==> src/rtl/prbs_pkg.sv <==
// Shared PRBS definitions: one 17-bit XNOR LFSR polynomial and seed for generator and
// checker, plus the checker's synchronisation state encoding.
package prbs_pkg;

    localparam int unsigned       PRBS_N     = 17;
    localparam int unsigned       PRBS_TAP_A = 13;
    localparam int unsigned       PRBS_TAP_B = 16;
    localparam logic [PRBS_N-1:0] PRBS_SEED  = 17'h4b;

    typedef enum logic {
        SEARCH,
        LOCKED
    } prbs_state_t;

endpackage

==> src/rtl/prbs_hist_reg.sv <==
// PRBS checker history shift register (h[0] newest) with next-bit predictor and
// dead-state (all-ones) detection.
module prbs_hist_reg
    import prbs_pkg::*;
#(
    parameter int unsigned N     = PRBS_N,
    parameter int unsigned TAP_A = PRBS_TAP_A,
    parameter int unsigned TAP_B = PRBS_TAP_B
) (
    input  logic clk,
    input  logic rst_n,
    input  logic shift_en,
    input  logic sel_pred,
    input  logic bit_in,
    output logic p,
    output logic all_ones
);

    logic [N-1:0] hist_q;

    assign p        = ~(hist_q[TAP_A] ^ hist_q[TAP_B]);
    assign all_ones = &hist_q;

    // While locked the history is fed from the predictor, so a line error cannot
    // propagate into later predictions.
    always_ff @(posedge clk or negedge rst_n) begin
        if (!rst_n) begin
            hist_q <= '0;
        end else if (shift_en) begin
            hist_q <= {hist_q[N-2:0], (sel_pred ? p : bit_in)};
        end
    end

endmodule

==> config.mk <==
export PLATFORM = sky130hd
export DESIGN_NAME = prbs_hist_reg
export DESIGN_NICKNAME = d
export VERILOG_FILES = /design/src/rtl/prbs_pkg.sv /design/src/rtl/prbs_hist_reg.sv
export SDC_FILE = /design/constraint.sdc
export NUM_CORES = 1
export LEC_CHECK = 0
export CAP_MARGIN = 30
export CORE_MARGIN = 5
export CORE_UTILIZATION = 45
export CTS_CLUSTER_SIZE = 24
export DETAILED_ROUTE_END_ITERATION = 6
export PLACE_DENSITY = 0.7
export REMOVE_ABC_BUFFERS = 1
export SLEW_MARGIN = 20
export SYNTH_ARGS = -nofsm -noshare
export SYNTH_HDL_FRONTEND = slang
export SYNTH_SLANG_ARGS = --single-unit
==> constraint.sdc <==
create_clock -name clk -period 1 [get_ports clk]
set_input_delay 0.2 -clock clk [delete_from_list [all_inputs] [get_ports clk]]
set_output_delay 0.2 -clock clk [all_outputs]
set_load 0.005 [all_outputs]
* After elaboration in Yosys (flattened, before gate mapping)
Cells that the tools add are included.
Storage, ports and cells: bits in registers 17, latch bits 0, RAM bits 0, ROM bits 0, input bits 5, output and inout port bits 2, logic and storage cells 5, memories kept 0
Cells by class: $add $sub $neg 0, multipliers 0, divide/modulo/power cells 0, order comparisons 0, equality and inequality tests 0, shift-type cells 0, muxes and demuxes 1, bitwise operators 2, reductions and logical operators 1
Operator list (number):
- $reduce_and A17 Y1 | 1
- $mux W1 | 1
- $not A1 Y1 | 1
- $xor A1 B1 Y1 | 1

* Longest topological paths before layout
depth after elaboration 3, gate-level depth with buffers 4, gate-level depth less buffers 3

* Least setup slack after synthesis
OpenSTA, ideal clock, no wires.
path kind register to output, from reg hist_q[6], to out all_ones, arrival time 0.876 ns, required time 0.800 ns, setup slack -0.076 ns, stages on the path, launching flop included 4, path buffers 0, cell sequence dfrtp_1 and4_1 nand3_1 nor4_2
Between the ends: longest elaborated chain between the ends 1
Ends and longest elaborated chain:
- from (decl) | RTL line prbs_hist_reg.sv:19 | logic [N-1:0] hist_q;
- from (signal assigned) | RTL line prbs_hist_reg.sv:30 | hist_q <= {hist_q[N-2:0], (sel_pred ? p : bit_in)};
- $reduce_and A17 Y1 | RTL line prbs_hist_reg.sv:22 | assign all_ones = &hist_q;
- to (decl) | RTL line prbs_hist_reg.sv:16 | output logic all_ones
Every way passes these cells.

* Worst setup path in the final report
from reg hist_q[0], to out all_ones
Same word-level chain as after synthesis.

==> metrics.md <==
| Metric | Value |
|---|---|
| Run status | finished with violations |
| Failing checks | setup timing |
| Post-route ant nets | 0 |
| Hold_buf cts | 0 |
| Maximum clock frequency | just over 700 MHz |
| Worst-path clk slew | 100 ps |
| Setup Viol. Count Final | 5 |
| FF-to-FF End | hist_q[0]$_DFFE_PN0P_ |
| # diodes | 0 |
| Cells after Synth | between 40 and 50 |
| Mux share of post-synthesis cell area | 0.2719 |
| Worst EP required | 800 ps |
| Starting Density | 0.4697 |
| Clock buffer depth | 2 |
| Area grow syn2layout | 44.90% |
| MaxCap Viol Count | 0 |
| WS Path Type | flip-flop to output port |
| Largest net degree at the start of global routing | 18 |
| Power Density | around 2900 nW/um^2 |
| Max reg flops | 17 |
| Final wirelength | between 1000 and 1500 um |
| Detailed-route vias per instance | roughly 5.4 |
| Commonest cells post-synth | dfrtp_1 (17), mux2_2 (16), buf_6 (2), nand3_1 (2), nand4_1 (2) |
| H-Tree Depth | 1 |
| Yosys top cell area share | 0.6082 |
| Slew Viols, Final | 0 |
| Final HPWL DP | between 900 and 1000 um |
| Asr flop ratio synth | 1.000 |
| RePlAce Congestion | 0.8323 |
| Root buffer cell | clkbuf_4 |
| Clock Latency Late Sink | 300 ps |
| Placed cells | 80 |
| Worst vdd ir | around 1600 uV |
| Die area | 2443 um^2 |
| Adder-Cell Fraction of Synth Area | 0 |
| Reg2Reg Depth | 4 |
| Post-synthesis sequential area ratio | 0.6082 |
| Layout cells sized above 1 | 0.5833 |
| CTS tree | done |
| Area after DPL | 894.6 um^2 |
| Ranking of synthesized cells by area | dfrtp_1 (61%), mux2_2 (26%), buf_6 (3.2%) |
| Biggest regs | hist_q (17) |
| EDFF count, synth | 0 |
| IO buf count | 6 |
| Clock Sinks | 17 |
| # DRC | 0 |
| Largest area contributor in the netlist | dfrtp_1 |
| Initial antenna violation count | 0 |
| Starting DRT DRC Count | 2 |
| # IOs | 7 |
| Static leakage | approximately 0.44 nW |
| Setup ws final | -400.0 ps |
| Avg WL per Cell | 15.78 um |
| Worst Tran Pin Value | around 170 ps |
| Yosys warns | 0 |
| Grt total ovfl | 0 |
| Max-slew headroom | 0.8865 |
| Detailed Routing Iterations Pass 1 | 4 |
| Post-synthesis compound-gate area fraction | 0.007156 |
| Reg2reg setup slack | -10 ps |
| Chip width | ~49 um |
| Hold Crit Class | input port to async pin |
| Synth Register Bits | 17 |
| Count leader, synth | dfrtp_1 |
| Crit Reg-Reg Startpoint | hist_q[16]$_DFFE_PN0P_ |
| Die Span Y | about 49 um |
| Part of the cycle the worst path needs | 1.400 |
| Post-route cell area | a little over 1000 um^2 |
| Unrepaired setup endpoints after global routing | true |
| Combinational family with the most area after synthesis | multiplexers |
| Fin crit period | between 1000 and 1500 ps |
| GRT Util Overall | 0.1198 |
| Row count | 14 |
| Worst Clk Skew | about 4.4 ps |
| Mapped cell area | approximately 700 um^2 |
| Final net count | slightly below 80 |
| Largest Register | hist_q |
| CTS Buf Count | 3 |
| Unique masters post-synth | 11 |
| First-pass GRT wire length | between 2000 and 2500 um |
| Max Fanout on Critical Path | 3 |
| CP startpoint kind | flip-flop |
| Fin. Hold Viols | 0 |
| Via Count | 474 |
| Post-synthesis simple-gate area fraction | 0.06798 |
| Core area | roughly 1500 um^2 |
| Ys flop type | dfrtp_1 |
| Finished Layout Cells | 88 |
| Vias in the first global route | between 400 and 500 |
| Avg Inst Size Synth | 15.54 um^2 |
| XOR/XNOR Fraction of Synth Area | 0.01252 |
| CP Capture Type | output port |
| Total chip power | 2.910 mW |
| Arr. time, crit path | between 1000 and 1500 ps |
[worst max-delay path by stage]
stage	start	end	slack (ps)	cells past startpoint
floorplan	hist_q[6]$_DFFE_PN0P_	all_ones	-80	3
global placement	hist_q[6]$_DFFE_PN0P_	all_ones	-580	4
detailed placement	hist_q[6]$_DFFE_PN0P_	all_ones	-610	4
CTS	hist_q[0]$_DFFE_PN0P_	all_ones	-430	3
global route	hist_q[6]$_DFFE_PN0P_	all_ones	-520	4
finish	hist_q[0]$_DFFE_PN0P_	all_ones	-400	3
[cell usage in the layout, fill, tap and decap left out, types with 2 or more instances in the layout]
cell and instances:
buf_12 2, nand3_1 2, mux2_2 13, buf_6 5, nand4_1 2, buf_4 11, mux2_4 3, buf_2 2
clkdlybuf4s50_1 3, clkbuf_4 3, dfrtp_1 17
[critical path, cell delays in order (launching register included)]
cell	delay, ps
dfrtp_1	400
nand4_1	120
nor4_2	240
buf_2	150
[repair_timing]
action | in CTS | in global routing
hold endpoints to repair | 0 | 0
endpoints found under the setup margin | 19 | 5
resized for setup | 14 | 5
buffers inserted | 1 | 2
gates cloned | 1 | 0
pin swaps | 4 | 2
[routing by layer]
layer,GRT usage,share of wire
met2,0.1996,0.49
met1,0.1381,0.43
met3,0.03058,0.060
met4,0.06550,0.021
met5,0,0
[where the power goes]
| part | internal, mW | total (mW) | switching [mW] |
|---|---|---|---|
| clock network | 0.155 | 0.375 | 0.220 |
| registers | 1.01 | 1.21 | 0.201 |
| logic | 0.900 | 1.32 | 0.420 |
[through the flow]
step | util | worst slack [ps] | hold slack, ps | TNS [ps]
floorplan | - | -76.21 | -95.59 | -76.21
global placement | 0.6008 | -582.7 | 510.7 | -6287
detailed placement | 0.6008 | -608.5 | 527.2 | -6534
CTS | 0.6529 | -425.8 | 223.8 | -758.5
global route | 0.6807 | -520.6 | 230.4 | -1055
finish | 0.6807 | -400.0 | 221.7 | -724.8
[area by class of cell]
type	instances	area, um^2
clock buffers	4	26.28
repair buffers	25	260.3
flip-flops and latches	17	425.4
well taps	16	20.02
multi-input cells	26	281.5
fillers	103	475.5
[cell families after synthesis]
| group | Yosys count |
|---|---|
| and+or+nand+nor | 7 |
| xor gates and xnor gates | 1 |
| DFF | 17 |
| AOI/OAI and AO/OA | 1 |
| buffers and inverters | 2 |
| muxes | 17 |
Note: power is estimated with default switching activity, not from simulation.
